===== src/rtl/follower_lanes.sv =====
// Obstacle rows that scroll down with the background, drift sideways and wrap,
// re-entering at the top with an LFSR-chosen x/dir; latches a crash on player overlap.
module follower_lanes #(
  parameter int NUM_LANES     = 4,
  parameter int MOVE_AMT      = 2,
  parameter int SCREEN_HEIGHT = 480,
  parameter int SCREEN_WIDTH  = 640,
  parameter int LANE_SPACING  = 120,
  parameter int H_SPEED       = 100000,
  parameter int H_STEP        = 1,
  parameter int OBST_W        = 32,
  parameter int OBST_H        = 16,
  parameter int PLAYER_W      = 16,
  parameter int PLAYER_H      = 16
) (
  input  logic                      clk,
  input  logic                      reset,
  input  logic                      move_followers,
  input  logic [9:0]                player_x,
  input  logic [9:0]                player_y,
  output logic [10*NUM_LANES-1:0]   obst_x,
  output logic [10*NUM_LANES-1:0]   obst_y,
  output logic [NUM_LANES-1:0]      obst_dir,
  output logic                      wrap_pulse,
  output logic                      crashed
);

  localparam int HW = (H_SPEED > 1) ? $clog2(H_SPEED) : 1;
  localparam logic [HW-1:0] H_LAST = HW'(H_SPEED - 1);

  typedef enum logic {RUN, CRASH} state_t;

  state_t               state_reg, state_next;
  logic [HW-1:0]        h_ctr_reg;
  logic [15:0]          lfsr_reg;
  logic                 wrap_pulse_reg;
  logic [NUM_LANES-1:0] hit;
  logic [NUM_LANES-1:0] wrap;
  logic                 overlap;
  logic                 advance;
  logic                 h_tick;
  logic [9:0]           wrap_x;
  logic [10:0]          px_ext, py_ext;

  assign px_ext  = {1'b0, player_x};
  assign py_ext  = {1'b0, player_y};
  assign overlap = |hit;
  // Any update is suppressed on the edge that enters CRASH as well as while in it.
  assign advance = (state_reg == RUN) && !overlap;
  assign h_tick  = (h_ctr_reg == H_LAST);
  assign wrap_x  = (lfsr_reg[9:0] < 10'(SCREEN_WIDTH)) ? lfsr_reg[9:0]
                                                      : lfsr_reg[9:0] - 10'(SCREEN_WIDTH);

  always_comb begin
    state_next = state_reg;
    case (state_reg)
      RUN:     if (overlap) state_next = CRASH;
      CRASH:   state_next = CRASH;
      default: state_next = RUN;
    endcase
  end

  always_ff @(posedge clk) begin
    if (reset) begin
      state_reg      <= RUN;
      h_ctr_reg      <= '0;
      lfsr_reg       <= 16'hACE1;
      wrap_pulse_reg <= 1'b0;
    end else begin
      state_reg      <= state_next;
      lfsr_reg       <= {lfsr_reg[14:0], lfsr_reg[15] ^ lfsr_reg[13] ^ lfsr_reg[12] ^ lfsr_reg[10]};
      wrap_pulse_reg <= advance && (|wrap);
      if (advance)
        h_ctr_reg <= h_tick ? '0 : h_ctr_reg + 1'b1;
    end
  end

  generate
    for (genvar gi = 0; gi < NUM_LANES; gi++) begin : g_lane
      logic [9:0]  x_reg, y_reg;
      logic        dir_reg;
      logic [10:0] x_ext, y_ext, y_sum, x_sum;
      logic [9:0]  x_right, x_left;

      assign x_ext = {1'b0, x_reg};
      assign y_ext = {1'b0, y_reg};
      assign y_sum = y_ext + 11'(MOVE_AMT);
      assign x_sum = x_ext + 11'(H_STEP);

      assign hit[gi] = (px_ext < x_ext + 11'(OBST_W)) && (x_ext < px_ext + 11'(PLAYER_W)) &&
                       (py_ext < y_ext + 11'(OBST_H)) && (y_ext < py_ext + 11'(PLAYER_H));
      assign wrap[gi] = move_followers && (y_sum >= 11'(SCREEN_HEIGHT));

      assign x_right = (x_sum >= 11'(SCREEN_WIDTH)) ? 10'(x_sum - 11'(SCREEN_WIDTH)) : x_sum[9:0];
      assign x_left  = (x_reg >= 10'(H_STEP)) ? x_reg - 10'(H_STEP)
                                              : 10'(x_ext + 11'(SCREEN_WIDTH) - 11'(H_STEP));

      always_ff @(posedge clk) begin
        if (reset) begin
          x_reg   <= 10'((gi * 160) % SCREEN_WIDTH);
          y_reg   <= 10'(gi * LANE_SPACING);
          dir_reg <= 1'((gi % 2));
        end else if (advance) begin
          // A re-entering row takes the LFSR position, overriding this cycle's drift.
          if (wrap[gi]) begin
            y_reg   <= 10'(y_sum - 11'(SCREEN_HEIGHT));
            x_reg   <= wrap_x;
            dir_reg <= lfsr_reg[10];
          end else begin
            if (move_followers) y_reg <= y_sum[9:0];
            if (h_tick)         x_reg <= dir_reg ? x_left : x_right;
          end
        end
      end

      assign obst_x[10*gi +: 10] = x_reg;
      assign obst_y[10*gi +: 10] = y_reg;
      assign obst_dir[gi]        = dir_reg;
    end
  endgenerate

  assign wrap_pulse = wrap_pulse_reg;
  assign crashed    = (state_reg == CRASH);

endmodule

===== config.mk =====
export PLATFORM = sky130hd
export DESIGN_NAME = follower_lanes
export DESIGN_NICKNAME = d
export VERILOG_FILES = /design/src/rtl/follower_lanes.sv
export SDC_FILE = /design/constraint.sdc
export NUM_CORES = 1
export LEC_CHECK = 0
export CELL_PAD_IN_SITES_DETAIL_PLACEMENT = 1
export CELL_PAD_IN_SITES_GLOBAL_PLACEMENT = 2
export CORE_UTILIZATION = 39
export DETAILED_ROUTE_END_ITERATION = 6
export DONT_BUFFER_PORTS = 1
export PLACE_DENSITY_LB_ADDON = 0.15
export SYNTH_ARGS = -nofsm -noshare
export SYNTH_HDL_FRONTEND = slang
export SYNTH_SLANG_ARGS = --single-unit

===== constraint.sdc =====
create_clock -name clk -period 4.5 [get_ports clk]
set_input_delay 0.9 -clock clk [delete_from_list [all_inputs] [get_ports clk]]
set_output_delay 0.9 -clock clk [all_outputs]
set_load 0.01 [all_outputs]

== Word level (Yosys, flattened, before mapping) ==
Cells that the tools add are included.

* Order comparisons: 29
* Muxes and demuxes: 32
* Reductions and logical operators: 41
* Bitwise gates (word level): 4
* Add/subtract/negate cells: 40
* Eq/ne operators: 1

{| class="wikitable"
|+ Operator list
! cell !! count
|-
| 10-bit two-way mux || 29
|-
| 10-bit by 11-bit less-than comparator with 1-bit output || 16
|-
| 10-bit by 1-bit subtractor with 10-bit output (second input constant) || 8
|-
| 10-bit by 5-bit adder with 11-bit output (second input constant) || 6
|-
| 10-bit subtractor (second input constant) || 5
|-
| 10-bit by 1-bit adder with 11-bit output (second input constant) || 4
|-
| 10-bit by 2-bit adder with 11-bit output (second input constant) || 4
|-
| 10-bit by 6-bit adder with 11-bit output (second input constant) || 4
|-
| 11-bit by 10-bit >= comparator with 1-bit output (second input constant) || 4
|-
| 11-bit by 9-bit >= comparator with 1-bit output (second input constant) || 4
|-
| 10-bit adder (second input constant) || 4
|-
| 10-bit by 1-bit >= comparator with 1-bit output (second input constant) || 4
|-
| 10-bit by 9-bit subtractor with 10-bit output (second input constant) || 4
|-
| 2-bit AND reduction || 12
|-
| 1-bit logical AND || 18
|-
| 17-bit by 1-bit adder with 17-bit output (second input constant) || 1
|-
| 17-bit == test (second input constant) || 1
|-
| 17-bit two-way mux || 1
|-
| 2-bit nonzero test || 8
|-
| 10-bit less-than comparator (second input constant) || 1
|-
| 4-bit OR reduction || 2
|-
| 1-bit XOR || 3
|-
| 1-bit one-hot mux with 2 select lines || 1
|-
| 1-bit logical NOT || 1
|-
| 2 further kinds || 2
|}

* Output and inout port bits: 86
* Bits in registers: 119

== Depth between registers and ports, before layout ==
* Word-level depth: 9
* Depth in mapped cells: 17

== Worst setup path after synthesis ==
No wires, ideal clock.

* Kind: input to register
* Start point: input player_y[4]
* End point: register g_lane[1].y_reg[5]
* Stages: 15
* Setup slack: 571 ps
* Buffers on the path: 2
* Arrival: 3796 ps
* Cells stage by stage: ha_1 > and3_1 > xnor2_1 > ha_1 > a21o_1 > a21o_1 > a2111oi_0 > o21ai_0 > a22oi_1 > a41o_1 > or4_4 > buf_6 > buf_6 > nor3_1 > or3b_2

* Word-level cells in the longest chain between the ends: 7
* Elaborated cells between the ends (all ways): 21
* Classes of those cells: add/sub: 1; order compare: 8; reduce/logical: 12

{| class="wikitable"
|+ RTL lines
! what !! RTL line !! source
|-
| from (decl) || 20 || <nowiki>input logic [9:0] player_y,</nowiki>
|-
| 10-bit by 5-bit adder with 11-bit output / 10-bit by 11-bit less-than comparator with 1-bit output (equally long branches) || 91 || <nowiki>(py_ext < y_ext + 11'(OBST_H)) && (y_ext < py_ext + 11'(PLAYER_H));</nowiki>
|-
| 10-bit by 11-bit less-than comparator with 1-bit output / 1-bit logical AND (equally long branches) || 91, 90 ||
|-
| 1-bit logical AND || 91 ||
|-
| 4-bit OR reduction (*) || 47 || <nowiki>assign overlap = |hit;</nowiki>
|-
| 1-bit logical NOT (*) || 49 || <nowiki>assign advance = (state_reg == RUN) && !overlap;</nowiki>
|-
| 1-bit logical AND (*) || 49 ||
|-
| 2-bit AND reduction (no source line) (*) || -- ||
|-
| to (signal assigned) || 101 || <nowiki>y_reg <= 10'(gi * LANE_SPACING);</nowiki>
|-
| to (signal assigned) || 106 || <nowiki>y_reg <= 10'(y_sum - 11'(SCREEN_HEIGHT));</nowiki>
|-
| to (signal assigned) || 110 || <nowiki>if (move_followers) y_reg <= y_sum[9:0];</nowiki>
|-
| to (decl) || 80 || <nowiki>logic [9:0] x_reg, y_reg;</nowiki>
|}

Every way passes the cells marked *; elsewhere a longest branch is shown, timed or not.
A chain may end at the register's enable or synchronous reset.

== Worst setup path after layout ==
* Start point: register g_lane[3].x_reg[6]
* End point: register h_ctr_reg[14]

* Word-level cells in the longest chain between the ends: 8
* Elaborated cells between the ends (all ways): 9
* Classes of those cells: add/sub: 1; order compare: 2; reduce/logical: 6

{| class="wikitable"
|+ RTL lines
! what !! RTL line !! source
|-
| from (decl) || 80 ||
|-
| from (signal assigned) || 100 || <nowiki>x_reg <= 10'((gi * 160) % SCREEN_WIDTH);</nowiki>
|-
| from (signal assigned) || 107 || <nowiki>x_reg <= wrap_x;</nowiki>
|-
| from (signal assigned) || 111 || <nowiki>if (h_tick) x_reg <= dir_reg ? x_left : x_right;</nowiki>
|-
| 10-bit by 6-bit adder with 11-bit output || 90 || <nowiki>assign hit[gi] = (px_ext < x_ext + 11'(OBST_W)) && (x_ext < px_ext + 11'(PLAYER_W)) &&</nowiki>
|-
| 10-bit by 11-bit less-than comparator with 1-bit output || 90 ||
|-
| 1-bit logical AND (*) (2 in series) || 90 ||
|-
| 1-bit logical AND (*) || 91 ||
|-
| 4-bit OR reduction (*) || 47 ||
|-
| 1-bit logical NOT (*) || 49 ||
|-
| 1-bit logical AND (*) || 49 ||
|-
| to (signal assigned) || 74 || <nowiki>h_ctr_reg <= h_tick ? '0 : h_ctr_reg + 1'b1;</nowiki>
|-
| to (decl) || 34 || <nowiki>logic [HW-1:0] h_ctr_reg;</nowiki>
|}

Marks and branches as above.

==> qor.yml <==
run_status:
  status: "complete, no violations"
final_layout:
  antenna_cells: 0
  largest_reg_flops: 40
  post-route-util: 0.440
  areaGrowthSynthToFinish_pct: 9.60
  nets: 1758
  layout-drive-gt1-share: 0.0866
yosys:
  yosys-top-cells-count: "ha_1, o21ai_0, a21oi_1"
  netlist.area_leader.share: 0.192
  ys_seq_elements: 115
  yosysWarnings: 0
  avgSynthCellArea_um2: 7.56
  synth_most_common_cell: "ha_1"
  synth_area_um2: 12000
  synthCells: 1588
  yosysTopAreaCell: "dfxtp_1"
  yosysSeqAreaShare: 0.192
  synthFlopType: "dfxtp_1"
  synth_cell_type_count: 78
  postSynth.asyncResetShare: 0
  synthTopCellsByArea: "dfxtp_1, ha_1, o21ai_0, a21oi_1, xnor2_1"
  synth_edf_count: 0
routing:
  wl_met3_um: 1760
  top_layer: "met4"
  dr.pass1.iters: 5
  routed_wl_um: 45800
  ant_nets: 0
  vias_per_cell: 6.23
  wl_per_cell_um: 23.4
  vias: 12200
  route.detailed.drc: 0
  wl_met2_um: 20400
  wl_met1_um: 22600
  drtIter0Drc: 850
critical_path:
  worstSetupPathDepth: 13
  critPathMaxFanout: 31
  cp_num_buf_inv: 3
  worstPathArrival_ps: 4580
  endpoint_kind: "flip-flop"
  crit_type: "flip-flop to flip-flop"
  cpPeakStageDelay_ps: 730
  rr_worst_depth: 13
  required_ps: 4850
  cp_slowest_cell: "or4_4"
  critPathTopFamily: "simple AND/OR/NAND/NOR gates"
  startpoint_type: "flip-flop"
  crit_chain: "inv_1, ha_1, inv_1, ha_1, and4_1, o211ai_1, o211ai_1, o221ai_1, a41o_1, or4_4, buf_12, or4_1, a21oi_1"
worst_hold_path:
  whs_path_depth: 1
  worstHoldPathType: "flip-flop to flip-flop"
power_and_ir_drop:
  clkPwrFrac: 0.458
  ir_worst_vdd_uv: 273
  intPower_uw: 2110
  power_leakage_uw: 0.00516
  power.share.combinational: 0.183
  power_density_nw_per_um2: 234
  p_sw_frac: 0.313
  power.switching_uw: 961
  seqPwrFrac: 0.360
clocking:
  postCtsResizedCells: 0
  clock_latency_ps: 440
  cts_tree: "built"
  clock_path_buffers: 2
  path_clk_slew_ps: 60
  cts_buffers: 17
  cts_setup_buffers: 0
  hold_buffers: 0
  cts_max_level: 4
  clock_sinks: 115
  cts-root-buf: "clkbuf_16"
sta:
  final-setup-viol-count: 0
  slew_viol_final: 0
  max_slew.worst_pin.slew_ps: 1120
  timing.final.ws_setup_ps: 275
  tns_ps: 0
  period_share: 0.939
  finClkSkew_ps: 13.6
  relSlewSlack: 0.247
  rsz0062_at_grt: "false"
  fmax_mhz: 237
  fin_crit_ps: 4220
  finalHoldViolations: 0
global_routing:
  grt_pass1_vias: 11900
  gr-total-overflow: 0
  grt_max_degree: 106
  grt_pass1_wl_um: 70500
  antenna_found_initial: 0
  track_usage: 0.293
floorplanning:
  fp.dieArea_um2: 31500
  start_util: 0.401
  rows: 63
  core_area_um2: 30000
  io_pins: 109
  die_h_um: 177
  die_w_um: 177
flow_run:
  maxCapViolCount: 0
place:
  port_buffers: 0
  place_ws_ps: 119
  hpwl_um: 33600
  gp_congestion: 0.914
[power groups by stage]
stage | combinational [uW] | clock (uW) | sequential, uW
final | 562 | 1410 | 1110
after global routing | 619 | 1470 | 1110
after CTS | 562 | 1430 | 1100
after detailed placement | 558 | 0 | 1130
after global placement | 541 | 0 | 1130
after floorplan | 393 | 0 | 1100
[metrics by stage]
step | std cells | power (uW) | hold WS (ps) | area, um^2
5_1_grt | 1961 | 3190 | 439 | 13200
3_3_place_gp | 1930 | 1670 | 394 | 12600
4_1_cts | 1961 | 3090 | 427 | 13200
3_5_place_dp | 1930 | 1680 | 409 | 12600
2_1_floorplan | 1591 | 1500 | 389 | 12000
6_report | 1961 | 3070 | 423 | 13200
[per-layer routing]
metal	track usage	vias to the layer above
met5	0	-
li1	-	5795
met3	0.0409	58
met1	0.417	6102
met4	0.0912	0
met2	0.452	267
[path summary, 6_finish.rpt]
| check | end | slack [ps] | from |
|---|---|---|---|
| setup / recovery | h_ctr_reg[14]$_SDFFE_PP0P_ | 280 | g_lane[3].x_reg[6]$_SDFFE_PP1P_ |
| hold / removal | lfsr_reg[15]$_SDFF_PP1_ | 420 | lfsr_reg[14]$_SDFF_PP0_ |
| setup reg to reg | h_ctr_reg[14]$_SDFFE_PP0P_ | 280 | g_lane[3].x_reg[6]$_SDFFE_PP1P_ |
| hold reg to reg | lfsr_reg[15]$_SDFF_PP1_ | 420 | lfsr_reg[14]$_SDFF_PP0_ |
[placed cells by master, fill, tap and decap left out, types with 15 or more instances in the layout]
cell type / instances
o21a_1: 15
nor3_1: 58
or3_1: 18
clkbuf_16: 17
nor2_1: 108
o21ai_0: 119
nand3_1: 73
nor2b_1: 25
a21o_1: 15
o211ai_1: 21
dfxtp_1: 115
mux2i_1: 17
a211oi_1: 23
inv_1: 79
and3_1: 20
xnor2_1: 62
a21oi_1: 116
ha_1: 176
nand4_1: 37
buf_4: 60
o31ai_1: 19
nand2_1: 109
a31oi_1: 26
xor2_1: 23
[final cells by class]
| type | instances | area, um^2 |
|---|---|---|
| tap | 390 | 488 |
| timing repair buffer | 63 | 510 |
| fill | 3718 | 16800 |
| clock buffer | 20 | 467 |
| clock inverter | 11 | 126 |
| multi-input combinational | 1282 | 8970 |
| inverter | 80 | 300 |
| sequential | 115 | 2300 |
[cell families after synthesis]
family                     Yosys count  share of synthesized area
and+or+nand+nor                    518                      0.218
AOI/OAI and AO/OA                  468                      0.250
buffers and inverters              194                     0.0658
adders and majority gates          176                      0.183
DFF                                115                      0.192
xor gates and xnor gates            87                     0.0656
muxes                               29                     0.0254
other                                1                   0.000312
Note: power is estimated with default switching activity, not from simulation.
==> RTL edit 1 (config.mk and constraints unchanged) <==
`H_SPEED`: 100000 -> 50000.
--- a/src/rtl/follower_lanes.sv
+++ b/src/rtl/follower_lanes.sv
@@ -7,5 +7,5 @@
   parameter int SCREEN_WIDTH  = 640,
   parameter int LANE_SPACING  = 120,
-  parameter int H_SPEED       = 100000,
+  parameter int H_SPEED       = 50000,
   parameter int H_STEP        = 1,
   parameter int OBST_W        = 32,
Formal check against the unedited RTL: same outputs for any inputs over 4 cycles, from zero or initial values and one cycle with reset high; that may be too few to reach the edited logic, so the function may still have changed.
==> RTL edit 1 against the original RTL <==
Final area down 2.2%. Setup slack better by 0.035 ns. Area after synthesis shrank 1.4%. Power shrank 3.4%. Core utilization shrank 0.61 points. Sequential cell count fell by 1. Wire length fell by 5.6%. Worst hold slack got worse by 0.015 ns. Critical path type unchanged. Largest cell class unchanged. Largest power group unchanged.
==> RTL edit 1: results (changes against the original RTL) <==
[yosys]
netlist_instances = 1558  ; -1.9%
synth_top_cells_by_count = 176 x ha_1, 133 x nand2_1, 114 x dfxtp_1
netlist_top_cells_area = dfxtp_1 19%, ha_1 19%, o21ai_0 4.6%
yosysSeqAreaShare_pct = 19.28  ; +0.11 points
synth-compound-area-share_pct = 23.67  ; -1.3 points
synth_xor_area_share_pct = 6.658  ; +0.096 points
synth_mux_area_share_pct = 2.896  ; +0.35 points
synth-adder-area-share_pct = 18.94  ; +0.61 points
ys_types = 80  ; +2.6%

[grt]
grt_max_degree = 101  ; -4.7%
grtUsageTotal_pct = 28.09  ; -1.2 points
grt_pass1_vias = 11776  ; -0.73%
grt_util_met2_pct = 48.77  ; +3.5 points

[worst_setup_path]
worstPathArrival_ns = 4.51  ; -0.07 ns
r2r_slack_ns = 0.31  ; +0.03 ns
cp_slowest_stage_delay_ns = 0.55  ; -0.18 ns
critical_path.slowest_cell = or4b_4
critical_path_peak_fanout = 9  ; -71%

[placed_design]
place_inst = 1897  ; -1.7%
place_congestion = 0.8799  ; -3.7%
place_area_um2 = 12300  ; -2.2%
pre_cts_ws_ns = 0.1259  ; +0.006493 ns
dp.final_hpwl_um = 32170  ; -4.2%

[drt]
avgRoutedWirePerCell_um = 22.44  ; -4.0%
dr_total_vias = 11669  ; -4.5%

[finish]
drive_gt1_share_pct = 8.382  ; -0.27 points
fin_nets = 1725  ; -1.9%

[status]
status = completed

[sta]
min_period_ns = 4.190  ; -0.03451 ns
fin_skew_ns = 0.009758  ; -0.003841 ns

[RTL edit 1: cell count changes in the layout (fill, tap and decap cells not counted), sizes merged, moves of 9 or more]
cell / delta
nor2: -13
a21oi: -14
nand3: +13
a311oi: -9
nor3: -14
nand2: +24
nand4: -17
nor2b: +9
buf: -15
[RTL edit 1: worst reg2reg max path, stage by stage, from the launching register on]
cell	delay, ns
dfxtp_1	0.53
inv_1	0.17
ha_1	0.30
inv_1	0.04
ha_1	0.28
nand4_1	0.09
o31a_1	0.30
a211oi_1	0.46
a2111oi_0	0.14
a31oi_1	0.30
or4b_4	0.55
nor2_2	0.53
mux2_2	0.41
[RTL edit 1: area by class of cell]
cell class                      instances  area (um^2)
Fill cell                            3636        16840
Multi-Input combinational cell       1262         8843
Sequential cell                       114         2282
Tap cell                              390        488.0
Clock buffer                           20        446.7
Timing Repair Buffer                   48        372.9
Inverter                               83        311.5
Clock inverter                         12        133.9
[RTL edit 1: path summary, 6_finish.rpt]
| kind | from | to | cells past startpoint |
|---|---|---|---|
| hold reg to reg | lfsr_reg[14] | lfsr_reg[15] | 1 |
| hold / removal | lfsr_reg[14] | lfsr_reg[15] | 1 |
| setup reg to reg | g_lane[0].x_reg[6] | g_lane[1].y_reg[1] | 12 |
| setup / recovery | g_lane[0].x_reg[6] | g_lane[1].y_reg[1] | 12 |
[RTL edit 1: cell families (layout without fill, tap and decap cells)]
family | count (synthesis) | after routing
mux | 32 | 32
simple gates | 524 | 524
flops | 114 | 114
xor+xnor | 87 | 87
compound gates | 435 | 435
buf+inv | 185 | 163
other cells | 1 | 4
fa+ha+maj | 180 | 180
[RTL edit 1: report_power, final]
part | internal, mW | switching, mW
registers | 1.04 | 0.0681
clock network | 0.830 | 0.549
logic | 0.182 | 0.303
total | 2.05 | 0.921
[RTL edit 1: through the flow]
stage          hold WS (ns)  power, mW
6_report             0.4074      2.971
5_1_grt              0.4338      3.089
4_1_cts              0.4124      2.995
3_5_place_dp         0.4000      1.607
3_3_place_gp         0.3919      1.595
2_1_floorplan        0.3895      1.461
[RTL edit 1: metal layers]
metal  part of all wire (%)  routed length, um
met5                      0                  0
met4                    2.2                933
met2                     48              20750
met1                     45              19640
met3                    4.5               1959
==> RTL edit 2 (same flow settings) <==
Made on the original files. Make the reset (`reset`) asynchronous in 2 clocked blocks.
--- a/src/rtl/follower_lanes.sv
+++ b/src/rtl/follower_lanes.sv
@@ -61,5 +61,5 @@
   end
 
-  always_ff @(posedge clk) begin
+  always_ff @(posedge clk or posedge reset) begin
     if (reset) begin
       state_reg      <= RUN;
@@ -96,5 +96,5 @@
                                               : 10'(x_ext + 11'(SCREEN_WIDTH) - 11'(H_STEP));
 
-      always_ff @(posedge clk) begin
+      always_ff @(posedge clk or posedge reset) begin
         if (reset) begin
           x_reg   <= 10'((gi * 160) % SCREEN_WIDTH);
Function: differs if reset is asserted again (counterexample within 4 cycles, from zero or initial values and one cycle with reset high); with reset held inactive, the same outputs for 10 cycles.
==> RTL edit 2 against the original RTL <==
First-iteration DRC count is 20% lower. Setup slack worse by 0.073 ns. Wire length decreased by 8.8%. Area after synthesis decreased by 1.1%. Final area fell by 1.2%. Sequential cell count stayed put. Critical endpoint is now g_lane[0].x_reg[6]. Largest cell class unchanged. Highest routed layer unchanged.
Power is not compared: it rests on default switching activity, and its combinational part moved more than twofold at a synthesized area within 25%.
==> RTL edit 2: results (changes against the original RTL) <==
[power_and_ir_drop]
ir_worst_vdd_mv = 0.2542
power.leakage_nw = 5.598

[finish]
fin_nets = 1610  ; -8.4%
drive_gt1_share_pct = 10.88  ; +2.2 points
stdcell_count = 1814  ; -7.5%
largest_reg_flops = 40  ; unchanged

[placed_design]
place_congestion = 0.8311  ; -9.1%
dp.final_hpwl_um = 31130  ; -7.3%
port_buffers = 0  ; unchanged
pre_cts_ws_ns = 0.05006  ; -0.06933 ns
place_area_um2 = 12390  ; -1.5%

[grt]
antenna_found_initial = 0  ; unchanged
grt_pass1_vias = 10890  ; -8.2%
grtUsageTotal_pct = 27.45  ; -1.8 points
grt_max_degree = 65  ; -39%
grt_first_pass_wirelength_um = 65750  ; -6.8%

[clocking]
htree_levels = 4  ; unchanged
root_buffer = clkbuf_16
cts_resized = 0  ; unchanged
clk_pin_slew_worst_paths_ns = 0.06  ; about the same
cts_buffers = 17  ; unchanged
post-cts-setup-buffers = 0  ; unchanged
insertion_delay_ns = 0.43

[worst_setup_path]
r2r_slack_ns = 0.20  ; -0.07 ns
r2r-end = g_lane[0].x_reg[6]
critPathTopFamily = simple AND/OR/NAND/NOR gates
critical_path.slowest_cell = dfstp_2
r2r_cells = 14  ; +1
worstPathArrival_ns = 4.64  ; +0.06 ns
critical_path_peak_fanout = 48  ; +55%
cp_slowest_stage_delay_ns = 0.59  ; -0.14 ns
r2r_start = g_lane[2].y_reg[5]

[yosys]
avgSynthCellArea_um2 = 8.398  ; +11%
synth_top_cells_by_count = 176 x ha_1, 122 x o21ai_0, 97 x nor2_1
yosys_warnings = 0  ; unchanged
netlist_top_cells_area = ha_1 19%, dfrtp_1 18%, dfstp_2 6.6%
synth-adder-area-share_pct = 18.81  ; +0.47 points
synth_mux_area_share_pct = 3.527  ; +0.99 points
ys.flop_type = dfrtp_1
synth-compound-area-share_pct = 19.91  ; -5.1 points
yosysSeqAreaShare_pct = 24.53  ; +5.4 points
async_reset_ff_share_pct = 100.0  ; +100 points
ys_types = 80  ; +2.6%
synth_xor_area_share_pct = 8.613  ; +2.1 points

[drt]
postRouteWirelength_um = 41830  ; -8.8%
drt_iter0_markers = 677  ; -20%
via_per_inst = 6.021  ; -3.4%
firstDrtPassIters = 5  ; unchanged

[worst_hold_path]
hp-start = lfsr_reg[14]
whs_path_depth = 0  ; -1
holdPathEnd = lfsr_reg[15]

[sta]
slew-limit-headroom_pct = 41.35  ; +17 points
final_hold_viol_count = 0  ; unchanged
fin_skew_ns = 0.01148  ; -0.002120 ns

[status]
status = completed

==> RTL edit 2: cell types whose count changed in the layout (fill, tap and decap cells not counted), sizes merged, moves of 16 or more <==
cell | before | now
a211oi | 23 | 6
dfrtp | 0 | 85
dfxtp | 115 | 0
a21oi | 117 | 96
dfstp | 0 | 30
nand2 | 109 | 77
buf | 63 | 47
nand4 | 37 | 21
xor2 | 24 | 48
==> RTL edit 2: kinds of logic after synthesis <==
kind of cell | Yosys count
xor+xnor | 116
compound gates | 377
fa+ha+maj | 179
mux | 38
simple gates | 438
other cells | 1
flops | 115
buf+inv | 151
==> RTL edit 2: worst max-delay path by stage <==
| stage | startpoint | end | slack (ns) | cells past startpoint |
|---|---|---|---|---|
| after floorplan | player_y[4] | h_ctr_reg[5] | 0.59 | 15 |
| after global placement | player_y[4] | g_lane[0].x_reg[6] | 0.16 | 15 |
| after detailed placement | player_y[4] | g_lane[0].x_reg[6] | 0.05 | 15 |
| after CTS | g_lane[2].y_reg[5] | g_lane[0].x_reg[6] | 0.23 | 14 |
| after global routing | g_lane[2].y_reg[5] | g_lane[0].x_reg[6] | 0.008 | 14 |
| final | g_lane[2].y_reg[5] | g_lane[0].x_reg[6] | 0.20 | 14 |
==> RTL edit 2: metal layers <==
layer	vias up	GRT usage, %	wire length, um
met5	-	0	0
met4	0	6.573	632
met3	38	3.984	1801
li1	5144	-	-
met2	205	42.73	18930
met1	5535	39.61	20470
==> RTL edit 2: final cells by class <==
type	count	area, um^2
clock inverter	10	157.7
fill	3536	16780
sequential	115	2915
inverter	78	302.8
clock buffer	22	464.2
tap	390	488.0
multi-input combinational	1152	8330
timing repair buffer	47	352.8
==> RTL edit 2: through the flow <==
step / power (mW) / hold WS, ns
after floorplan: 1.200 / 0.3330
after global routing: 2.820 / 0.3994
after detailed placement: 1.261 / 0.3639
after CTS: 2.760 / 0.3741
final: 2.736 / 0.3719
after global placement: 1.254 / 0.3355
==> RTL edit 2: power by group <==
| part | switching, mW | total (mW) | internal, mW |
|---|---|---|---|
| sequential | 0 | 1.04 | 1.04 |
| clock | 0.540 | 1.49 | 0.954 |
| combinational | 0.125 | 0.207 | 0.0817 |
